### src/rtl/spi_cpu_pkg.sv
// ----------------------------------------------------------------------------
// spi_cpu_pkg
// Shared constants and state type for the SPI instruction loader.
//   OPCODE_W   : opcode width
//   OPERAND_W  : operand width (2x opcode)
//   FRAME_BITS : bits per instruction frame
//   RESULT_W   : execution-unit readback width
// ----------------------------------------------------------------------------
package spi_cpu_pkg;

    localparam int OPCODE_W   = 4;
    localparam int OPERAND_W  = 8;
    localparam int FRAME_BITS = 12;
    localparam int RESULT_W   = 8;

    typedef enum logic {
        IDLE  = 1'b0,
        SHIFT = 1'b1
    } state_t;

endpackage

### src/rtl/spi_pin_sync.sv
// ----------------------------------------------------------------------------
// spi_pin_sync
// Multi-flop synchroniser for one asynchronous pin, plus rise/fall detect on
// the synchronised level.
//   clk     in  core clock
//   reset   in  synchronous active-high reset
//   i_pin   in  asynchronous pin
//   o_sync  out synchronised level (STAGES clk edges behind the pin)
//   o_rise  out one-cycle pulse when o_sync goes 0->1
//   o_fall  out one-cycle pulse when o_sync goes 1->0
// RST_VAL sets the idle level the chain resets to, so a pin already at its
// idle level produces no spurious edge when reset releases.
// ----------------------------------------------------------------------------
module spi_pin_sync #(
    parameter int   STAGES  = 2,
    parameter logic RST_VAL = 1'b0
) (
    input  logic clk,
    input  logic reset,
    input  logic i_pin,
    output logic o_sync,
    output logic o_rise,
    output logic o_fall
);

    logic [STAGES-1:0] r_chain;
    logic              r_prev;

    always_ff @(posedge clk) begin
        if (reset) begin
            r_chain <= {STAGES{RST_VAL}};
            r_prev  <= RST_VAL;
        end else begin
            r_chain <= {r_chain[STAGES-2:0], i_pin};
            r_prev  <= r_chain[STAGES-1];
        end
    end

    assign o_sync = r_chain[STAGES-1];
    assign o_rise =  o_sync & ~r_prev;
    assign o_fall = ~o_sync &  r_prev;

endmodule

### src/rtl/spi_instruction_loader.sv
// ----------------------------------------------------------------------------
// spi_instruction_loader
// SPI mode-0 slave that deserialises 12-bit instruction frames (MSB first)
// into opcode/operand and pulses start once per complete frame. All logic is
// in the clk domain; SPI pins are oversampled through spi_pin_sync.
//
// Ports:
//   clk          in  core clock
//   reset        in  synchronous active-high reset
//   spi_sclk     in  SPI clock (CPOL=0, CPHA=0), asynchronous
//   spi_cs_n     in  active-low chip select
//   spi_mosi     in  serial data in, MSB first
//   spi_miso     out serial readback data (0 when idle / readback absent)
//   cpu_out      in  execution-unit result returned on MISO
//   opcode       out last complete opcode, held
//   operand      out last complete operand, held
//   start        out one-cycle strobe per complete frame
//   frame_error  out one-cycle strobe when cs_n closes a partial frame
//
// Build option: define SPI_READBACK_EN to return cpu_out on spi_miso.
//
// state | meaning
// ------+-----------------------------------------------------------
// IDLE  | cs_n high; sclk edges ignored
// SHIFT | cs_n low; shifting mosi on sclk rise, counting frame bits
// ----------------------------------------------------------------------------
module spi_instruction_loader
    import spi_cpu_pkg::*;
#(
    parameter int INPUT_DATA_WIDTH  = OPCODE_W,
    parameter int OUTPUT_DATA_WIDTH = RESULT_W,
    parameter int SYNC_STAGES       = 2
) (
    input  logic                          clk,
    input  logic                          reset,
    input  logic                          spi_sclk,
    input  logic                          spi_cs_n,
    input  logic                          spi_mosi,
    output logic                          spi_miso,
    input  logic [OUTPUT_DATA_WIDTH-1:0]  cpu_out,
    output logic [INPUT_DATA_WIDTH-1:0]   opcode,
    output logic [2*INPUT_DATA_WIDTH-1:0] operand,
    output logic                          start,
    output logic                          frame_error
);

    localparam int FRAME = 3 * INPUT_DATA_WIDTH;
    localparam int CNT_W = $clog2(FRAME);
    localparam logic [CNT_W-1:0] LAST = CNT_W'(FRAME - 1);

    logic w_sclk_rise, w_sclk_fall, w_sclk_lvl_unused;
    logic w_cs_rise, w_cs_fall, w_cs_lvl_unused;
    logic w_mosi, w_mosi_rise_unused, w_mosi_fall_unused;

    spi_pin_sync #(.STAGES(SYNC_STAGES), .RST_VAL(1'b0)) u_sync_sclk (
        .clk    (clk),
        .reset  (reset),
        .i_pin  (spi_sclk),
        .o_sync (w_sclk_lvl_unused),
        .o_rise (w_sclk_rise),
        .o_fall (w_sclk_fall)
    );

    spi_pin_sync #(.STAGES(SYNC_STAGES), .RST_VAL(1'b1)) u_sync_cs (
        .clk    (clk),
        .reset  (reset),
        .i_pin  (spi_cs_n),
        .o_sync (w_cs_lvl_unused),
        .o_rise (w_cs_rise),
        .o_fall (w_cs_fall)
    );

    spi_pin_sync #(.STAGES(SYNC_STAGES), .RST_VAL(1'b0)) u_sync_mosi (
        .clk    (clk),
        .reset  (reset),
        .i_pin  (spi_mosi),
        .o_sync (w_mosi),
        .o_rise (w_mosi_rise_unused),
        .o_fall (w_mosi_fall_unused)
    );

    state_t                        r_state, w_state_nx;
    logic [CNT_W-1:0]              r_cnt, w_cnt_nx;
    logic [FRAME-2:0]              r_shift, w_shift_nx;
    logic [INPUT_DATA_WIDTH-1:0]   r_opcode;
    logic [2*INPUT_DATA_WIDTH-1:0] r_operand;
    logic                          r_start, w_start_nx;
    logic                          r_err, w_err_nx;
    logic                          w_load, w_open, w_wrap;
    logic [FRAME-1:0]              w_frame;

    // The bit completing the frame is taken straight from the synchroniser so
    // the outputs update on the same edge as the counter wrap.
    assign w_frame = {r_shift, w_mosi};

    always_ff @(posedge clk) begin
        if (reset) begin
            r_state   <= IDLE;
            r_cnt     <= '0;
            r_shift   <= '0;
            r_opcode  <= '0;
            r_operand <= '0;
            r_start   <= 1'b0;
            r_err     <= 1'b0;
        end else begin
            r_state <= w_state_nx;
            r_cnt   <= w_cnt_nx;
            r_shift <= w_shift_nx;
            r_start <= w_start_nx;
            r_err   <= w_err_nx;
            if (w_load) begin
                r_opcode  <= w_frame[FRAME-1 -: INPUT_DATA_WIDTH];
                r_operand <= w_frame[2*INPUT_DATA_WIDTH-1:0];
            end
        end
    end

    always_comb begin
        w_state_nx = r_state;
        w_cnt_nx   = r_cnt;
        w_shift_nx = r_shift;
        w_start_nx = 1'b0;
        w_err_nx   = 1'b0;
        w_load     = 1'b0;
        w_open     = 1'b0;
        w_wrap     = 1'b0;
        case (r_state)
            IDLE: begin
                if (w_cs_fall) begin
                    w_state_nx = SHIFT;
                    w_cnt_nx   = '0;
                    w_shift_nx = '0;
                    w_open     = 1'b1;
                end
            end
            SHIFT: begin
                if (w_sclk_rise) begin
                    if (r_cnt == LAST) begin
                        w_cnt_nx   = '0;
                        w_shift_nx = '0;
                        w_load     = 1'b1;
                        w_start_nx = 1'b1;
                        w_wrap     = 1'b1;
                    end else begin
                        w_cnt_nx   = r_cnt + CNT_W'(1);
                        w_shift_nx = {r_shift[FRAME-3:0], w_mosi};
                    end
                end
                // Close is judged on the post-shift count, so a 12th bit
                // landing in the same cycle as cs_n rise still completes.
                if (w_cs_rise) begin
                    w_err_nx   = (w_cnt_nx != '0);
                    w_state_nx = IDLE;
                    w_cnt_nx   = '0;
                    w_shift_nx = '0;
                end
            end
            default: w_state_nx = IDLE;
        endcase
    end

    assign opcode      = r_opcode;
    assign operand     = r_operand;
    assign start       = r_start;
    assign frame_error = r_err;

`ifdef SPI_READBACK_EN
    localparam int TXC_W = $clog2(OUTPUT_DATA_WIDTH + 1);
    localparam logic [TXC_W-1:0] TX_DONE = TXC_W'(OUTPUT_DATA_WIDTH);

    logic [OUTPUT_DATA_WIDTH-1:0] r_tx;
    logic [TXC_W-1:0]             r_tx_cnt;
    logic                         r_tx_skip;

    // A wrap reloads tx on the 12th rise; the sclk fall that follows belongs
    // to the new frame's first bit and must not shift it away.
    always_ff @(posedge clk) begin
        if (reset) begin
            r_tx      <= '0;
            r_tx_cnt  <= '0;
            r_tx_skip <= 1'b0;
        end else if (w_open || w_wrap) begin
            r_tx      <= cpu_out;
            r_tx_cnt  <= '0;
            r_tx_skip <= w_wrap;
        end else if (r_state == SHIFT && w_sclk_fall) begin
            if (r_tx_skip) begin
                r_tx_skip <= 1'b0;
            end else if (r_tx_cnt != TX_DONE) begin
                r_tx     <= r_tx << 1;
                r_tx_cnt <= r_tx_cnt + TXC_W'(1);
            end
        end
    end

    assign spi_miso = (r_state == SHIFT) && (r_tx_cnt != TX_DONE)
                      && r_tx[OUTPUT_DATA_WIDTH-1];
`else
    logic w_cpu_out_unused;
    assign w_cpu_out_unused = ^cpu_out;
    assign spi_miso = 1'b0;
`endif

endmodule

### config.mk
export PLATFORM = sky130hd
export DESIGN_NAME = spi_instruction_loader
export DESIGN_NICKNAME = d
export VERILOG_FILES = /design/src/rtl/spi_cpu_pkg.sv /design/src/rtl/spi_pin_sync.sv /design/src/rtl/spi_instruction_loader.sv
export SDC_FILE = /design/constraint.sdc
export NUM_CORES = 1
export LEC_CHECK = 0
export BUFFER_PORTS_ARGS = -buffer_cell sky130_fd_sc_hd__buf_2
export CAP_MARGIN = 20
export CORE_MARGIN = 8
export CORE_UTILIZATION = 45
export DETAILED_ROUTE_END_ITERATION = 6
export PLACE_DENSITY = 0.67
export SLEW_MARGIN = 30
export SYNTH_ARGS = -nofsm -noshare
export SYNTH_HDL_FRONTEND = slang
export SYNTH_SLANG_ARGS = --single-unit
### constraint.sdc
create_clock -name clk -period 2.09 [get_ports clk]
set_clock_uncertainty 0.15 [all_clocks]
set_input_delay 0.209 -clock clk [delete_from_list [all_inputs] [get_ports clk]]
set_output_delay 0.209 -clock clk [all_outputs]
set_load 0.005 [all_outputs]
* Word level (Yosys, flattened, before mapping) *
Cells that the tools add are included.

storage, ports and cells
  bits in registers = 38
  input port bits = 13
  output and inout bits = 15
  word-level logic and storage cells = 44

operators by class
  add/sub/neg operators = 1
  equal/unequal tests = 3
  mux-type cells = 17
  bitwise gates (word level) = 8
  reductions and logical operators = 3

operators with widths
  cell                   number
  $mux W11               4
  $pmux W11 S2           1
  $mux W4                5
  $pmux W4 S2            1
  $mux W1                5
  $not A1 Y1             5
  $add A4 B1 Y4 const B  1
  $eq A4 B4 Y1 const B   1
  $reduce_bool A4 Y1     1
  $and A1 B1 Y1          3
  $ne A3 B1 Y1 const B   1
  $reduce_or A3 Y1       1
  $ne A2 B1 Y1 const B   1
  $pmux W1 S2            1
  $reduce_and A2 Y1      1

* Longest topological paths before layout *
Gate-level depths: netlist (run 1).

  depth after elaboration = 6
  depth in mapped cells = 6
  gate-level depth less buffers = 5

* Modules after synthesis *
A second synthesis (run 1) with hierarchy kept.

second synthesis, totals
  cell total of the unflattened synthesis = 157
  area, all modules = 1,557.7 um^2

modules (own cells, without submodules)
  module                          times used  cells each  area an instance (um^2)  sequential area each (um^2)
  spi_instruction_loader          1           133         1,282.5                  600.6
  spi_pin_sync (u_sync_mosi ...)  2           8           91.3                     60.1
  spi_pin_sync (u_sync_cs)        1           8           92.6                     60.1

* Least setup slack after synthesis (run 1) *
OpenSTA, ideal clock, no wires.

  path kind = register to register
  start point = register r_cnt[0]
  end point = register r_err (netlist: frame_error)
  setup time = 0.143 ns
  arrival time = 1.472 ns
  data required time = 1.797 ns
  path slack = 0.325 ns
  cell stages (with the launch flop) = 6
  buffers on the path = 0
  period minus slack after synthesis = 1.765 ns
  cell sequence = dfxtp_1 ha_1 nor3b_1 or4_1 a211oi_2 a2111oi_2

on the way
  word-level cells in the longest chain between the ends = 5
  elaborated cells on any way between the ends = 6
  classes of those cells = add/sub: 1; eq/ne: 1; mux: 3; reduce/logical: 1

ends and longest elaborated chain
  what                                           line                                                          text
  from (decl)                                    spi_instruction_loader.sv:83                                  logic [CNT_W-1:0] r_cnt, w_cnt_nx;
  from (signal assigned)                         spi_instruction_loader.sv:107                                 r_cnt <= w_cnt_nx;
  $add A4 B1 Y4 or $eq A4 B4 Y1 (tied branches)  spi_instruction_loader.sv:145, spi_instruction_loader.sv:138
  $mux W4                                        spi_instruction_loader.sv:138                                 if (r_cnt == LAST) begin
  $mux W4 (*)                                    spi_instruction_loader.sv:137                                 if (w_sclk_rise) begin
  $mux W4 (*)                                    spi_instruction_loader.sv:127                                 case (r_state)
  $reduce_bool A4 Y1 (*)                         spi_instruction_loader.sv:152                                 w_err_nx = (w_cnt_nx != '0);
  to (signal assigned)                           spi_instruction_loader.sv:110                                 r_err <= w_err_nx;
  to (decl)                                      spi_instruction_loader.sv:88                                  logic r_err, w_err_nx;

Mark *: on every way between the ends. The rest lies on a longest branch, timed or not. The select of a mux whose other input is x is not followed.
A chain may end at the register's enable or synchronous reset.

* Worst setup path after layout (run 1) *
Same ends and word-level chain as after synthesis.

==> results of run 1 <==
-- critical path, cell delays in order, from the launching register on --
cell	delay, ns
dfxtp_1	0.39
ha_1	0.27
nor3b_1	0.16
or4_1	0.50
a211oi_2	0.27
a2111oi_2	0.11
-- Yosys cell counts (2+ instances only) --
cell type,instances
or2_2,3
buf_2,3
o21ai_1,10
nand4_1,11
buf_4,3
o21ai_0,4
clkbuf_1,6
nor2b_1,7
nor3_2,2
nor2_1,3
and2_1,2
dfxtp_1,38
nand2_1,28
a21oi_1,27
nand2b_1,2
nand3_1,4
-- layer usage --
metal  routed length, microns  part of all wire [%]  vias up  GRT usage (%)
li1                         -                     -      639              -
met1                     1340                    44      569           13.9
met5                        0                     0        -              0
met3                      199                   6.5        6           5.46
met2                     1480                    48       31           21.1
met4                       44                   1.4        0           5.10
-- registers in the layout, indices dropped and copies added (netlist names) --
name and flops:
u_sync_cs.r_chain 2, u_sync_cs.r_prev 1, r_cnt 4, u_sync_sclk.r_chain 2, frame_error 1, u_sync_mosi.r_chain 2
r_shift 11, start 1, operand 8, r_state 1, u_sync_sclk.r_prev 1, opcode 4
-- kinds of logic after synthesis --
family                   Yosys count
AND/OR/NAND/NOR                   72
AO/OA/AOI/OAI                     47
flip-flops                        38
buffers and inverters             13
adder cells (fa/ha/maj)            1
other                              1
-- through the flow --
step | utilization, % | hold WS [ns]
after floorplan | - | 0.135
after global placement | 49.5 | 0.242
after detailed placement | 49.7 | 0.243
after CTS | 53.9 | 0.230
after global routing | 53.9 | 0.262
final | 53.9 | 0.228
-- power by group through the flow --
stage | sequential, mW | clock [mW] | combinational, mW
5_1_grt | 0.738 | 0.668 | 0.0753
4_1_cts | 0.736 | 0.636 | 0.0691
3_5_place_dp | 0.752 | 0 | 0.0647
6_report | 0.736 | 0.624 | 0.0688
3_3_place_gp | 0.752 | 0 | 0.0620
2_1_floorplan | 0.751 | 0 | 0.0506
-- how the worst min path moves through the flow --
stage,startpoint,endpoint,slack (ns),cells past startpoint
finish,reset,start$_SDFF_PP0_,0.23,2
global route,reset,opcode[1]$_SDFFE_PP0P_,0.26,2
CTS,reset,start$_SDFF_PP0_,0.23,2
detailed placement,spi_cs_n,u_sync_cs.r_chain[0]$_SDFF_PP1_,0.24,2
global placement,u_sync_cs.r_chain[0]$_SDFF_PP1_,u_sync_cs.r_chain[1]$_SDFF_PP1_,0.24,1
floorplan,reset,frame_error$_SDFF_PP0_,0.13,1
-- timing repair --
action,CTS,global route
hold buffers,3,0
gates resized for setup,0,1
endpoints found under the hold margin,3,0
setup endpoints to repair,0,2
-- cell type report --
cell class	count	area (sq um)	area share (%)
clock inverters	3	68.8	3.92
repair buffers	25	150	8.55
clock buffers	5	37.5	2.14
inverters	1	3.75	0.214
flip-flops and latches	38	761	43.3
multi-input cells	121	678	38.6
well taps	46	57.6	3.28
==> impl_metrics.ini, run 1 <==
[yosys]
ys_ff_latch = 38
synth_top_family_by_area = simple AND/OR/NAND/NOR gates
syn_inst = 172
synth_area_leader_cell = dfxtp_1
ys_seq_area_share_pct = 50.8
synth.distinct_cells = 35
synth_top_area_share_pct = 50.8
synth_xor_area_share_pct = 0
synth_fa_ha_area_share_pct = 0.836
synthSimpleGateAreaFrac_pct = 26.2
ys_warn_count = 0
synth-compound-area-share_pct = 17.6
syn_area_per_cell_sq_um = 8.70
synthFlopType = dfxtp_1
synthesis.nets = 186
synth_edf_count = 0
synth-async-reset-ratio_pct = 0
synth.area.mux_share_pct = 0
ys_top_cells_by_area = dfxtp_1, a21oi_1, nand2_1
synth.cell_area_sq_mm = 0.00150

[floorplanning]
rows = 21
die-width_microns = 73.7
ios = 28
core-area_sq_mm = 0.00326
dieArea_sq_mm = 0.00543
start_util_pct = 45.9
die_h_microns = 73.7

[power]
p_switching_mw = 0.299
finalPower_mw = 1.43
internal_power_mw = 1.13
pwr-share-seq_pct = 51.5
power_density_mw_per_mm2 = 813
ir_drop_uv = 647
p_clk_share_pct = 43.7
swShare_pct = 21.0
leakage_nw = 0.646
pwr-share-comb_pct = 4.8

[critical_path]
cp.required_ns = 2.15
worstPathArrival_ns = 2.05
critPathCaptureType = register
regToRegEndpoint = frame_error$_SDFF_PP0_
critical_path_class = register to register
crit_path_start = r_cnt[0]$_SDFFE_PP0P_
reg2reg_setup_slack_ns = 0.10
timing.rr.start = r_cnt[0]$_SDFFE_PP0P_
rr_worst_depth = 5
crit_end = frame_error$_SDFF_PP0_
cp-start-kind = register
worstPathMaxFanout = 5

[finish]
diodes = 0
area_growth_pct = 17.4
layout_commonest_cell = dfxtp_1
stdcell_count = 239
final_area_sq_mm = 0.00176
layout-drive-gt1-share_pct = 20.7
final_nets = 206
fillers = 332
final_cell_mix = dfxtp_1, nand2_1, a21oi_1

[cts]
clock-sinks = 38
cts.path.max_buffers = 2
numCtsBuffers = 5
cts_htree_levels = 2
cts-root-buf = clkbuf_4
cts_setup_buffers = 0
clkLatencyLatePin_ns = 0.35
cts_tree = yes
path_clk_slew_ns = 0.12

[route]
drc = 0
ant_nets = 0
dr.pass1.iters = 4
wire_per_inst_microns = 12.8
initialDrtViolationCount = 95
vias = 1245
avgViaCountPerCell = 5.21
routed_wirelength_microns = 3060

[sta]
drv_slew = 0
tightest_slew_ns = 0.784
fmax_mhz = 504
slew_headroom_pct = 47.4
setup_viol = 0
grt_setup_unrepaired = false
fin_crit_sh_pct = 95.0
fin_crit_ns = 1.99
worst_slack_ns = 0.104
fin_tns_setup_ns = 0
hold_violations = 0

[placement]
pre_cts_slack_ns = 0.145
gp_congestion = 0.802
io_buffers = 18
place_area_sq_mm = 0.00162
dp.cells = 228
hpwl_microns = 1970

[global_route]
grt_util_all_layers_pct = 12.7
grt_overflow = 0
grt_max_degree = 40
grt_pass1_wl_microns = 5400
grt_pass1_vias = 1203
antenna_found_initial = 0

[worst_hold_path]
hp-class = primary input to register

[run_status]
outcome = finished, final reports clean

[run]
cap_violations = 0
Power figures use the tool's default switching activity.
==> run 2, diff against run 1 <==
- CORE_MARGIN: 8 -> not set
- CTS_CLUSTER_DIAMETER: not set -> 40
- SYNTH_HIERARCHICAL: not set -> 1
==> run 2 against run 1 <==
  * Utilization increased by 1.1 points
  * Hold slack lost 0.013 ns
  * Non-clock buffer count down 1
  * First-iteration DRC count shrank 77%
  * Critical endpoint is now r_shift[5]$_SDFFE_PP0P_
  * Largest cell class unchanged
==> impl_metrics.ini, run 2 <==
[run_status]
outcome = finished, final reports clean

[sta]
setup_viol = 0
drv_slew = 0
hold_violations = 0
slew_headroom_pct = 36.5
fmax_mhz = 523
worst_slack_ns = 0.176
tightest_slew_ns = 0.951
fin_tns_setup_ns = 0
fin_crit_sh_pct = 91.6
grt_setup_unrepaired = false
fin_crit_ns = 1.91

[global_route]
grt_pass1_wl_microns = 4430
antenna_found_initial = 0
grt_pass1_vias = 1003
grt_util_all_layers_pct = 17.2
grt_overflow = 0
grt_max_degree = 39

[floorplanning]
core-area_sq_mm = 0.00313
dieArea_sq_mm = 0.00360
die_h_microns = 60.0
ios = 28
start_util_pct = 48.4
die-width_microns = 60.0
rows = 20

[finish]
fillers = 290
layout_commonest_cell = dfxtp_1
layout-drive-gt1-share_pct = 18.3
area_growth_pct = 13.7
regArea_sq_um = 761
diodes = 0
largest_reg_flops = 11
final_nets = 188
multi_input_area_sq_um = 702
top_register = r_shift
final_cell_mix = dfxtp_1, nor2_1, mux2i_1

[critical_path]
worstPathMaxFanout = 16
cp_slowest_cell = nor2b_1
worstPathArrival_ns = 2.05
crit_chain = nor2b_1 > and3_1 > mux2i_1 > nor2_1
slowest_delay_ns = 0.80
crit_family = simple AND/OR/NAND/NOR gates
cp-start-kind = register
critPathCaptureType = register
cp.required_ns = 2.22
critical_path_class = register to register
path_buf_inv = 0

[worst_hold_path]
hp-class = primary input to register

[placement]
hpwl_microns = 1700
io_buffers = 18
pre_cts_slack_ns = 0.247
gp_congestion = 0.796

[yosys]
synth.cell_area_sq_mm = 0.00151
synthesis.nets = 166
ys_warn_count = 6
syn_inst = 152
syn_area_per_cell_sq_um = 9.95

[cts]
cts.path.max_buffers = 2
clkLatencyLatePin_ns = 0.34
numCtsBuffers = 5
cts_tree = yes
cts_htree_levels = 2
path_clk_slew_ns = 0.11
cts-root-buf = clkbuf_4
cts_setup_buffers = 0
clock-sinks = 38

[power]
leakage_nw = 0.915
ir_drop_uv = 377
power_density_mw_per_mm2 = 695

[route]
initialDrtViolationCount = 22
top_layer = met4
dr.pass1.iters = 4
routed_wirelength_microns = 2630
drc = 0
wl_met2_microns = 1170
met3_length_microns = 96
wl_met1_microns = 1310
vias = 1100
wire_per_inst_microns = 12.0
avgViaCountPerCell = 5.02
ant_nets = 0

[run]
cap_violations = 0
## run 2: layout make-up
type,count,share of cell area [%]
multi-input combinational,105,40.8
sequential,38,44.2
clock buffer,7,3.20
clock inverter,1,0.291
tap,44,3.20
timing repair buffer,24,8.29
## run 2: power by group
part | switching (mW) | internal, mW
combinational | 0.0357 | 0.0284
clock | 0.232 | 0.163
sequential | 0.00412 | 0.731
## run 2: timing repair
action / 4_1_cts / 5_1_grt
hold buffers: 3 / 0
gates resized for setup: 0 / 0
hold endpoints to repair: 3 / 0
## run 2: per-layer routing
metal  up-vias  GRT usage [%]
li1        568              -
met1       506           21.0
met2        20           26.2
met3         6           6.49
met4         0           8.97
met5         -              0
## run 2: path summary, 6_finish.rpt
kind | cells after the start | slack (ns) | startpoint | to
setup / recovery | 4 | 0.18 | r_state$_SDFF_PP0_ | r_shift[5]$_SDFFE_PP0P_
hold / removal | 2 | 0.21 | reset | operand[0]$_SDFFE_PP0P_
setup reg to reg | 4 | 0.18 | r_state$_SDFF_PP0_ | r_shift[5]$_SDFFE_PP0P_
hold reg to reg | 1 | 0.26 | u_sync_cs/r_chain[0]$_SDFF_PP1_ | u_sync_cs/r_chain[1]$_SDFF_PP1_
## run 2: per-stage QoR
step                instance area, sq um  hold WS (ns)  total power [mW]  util [%]  cells
detailed placement                  1630         0.243             0.812      52.1    208
finish                              1720         0.215              1.20      55.0    219
floorplan                           1510         0.131             0.800         -    152
global placement                    1630         0.240             0.811      52.1    208
CTS                                 1720         0.214              1.21      55.0    219
global route                        1720         0.249              1.25      55.0    219
## run 2: worst reg2reg max path, stage by stage, from the launching register on
cell	delay [ns]
dfxtp_1	0.48
nor2b_1	0.80
and3_1	0.28
mux2i_1	0.07
nor2_1	0.08
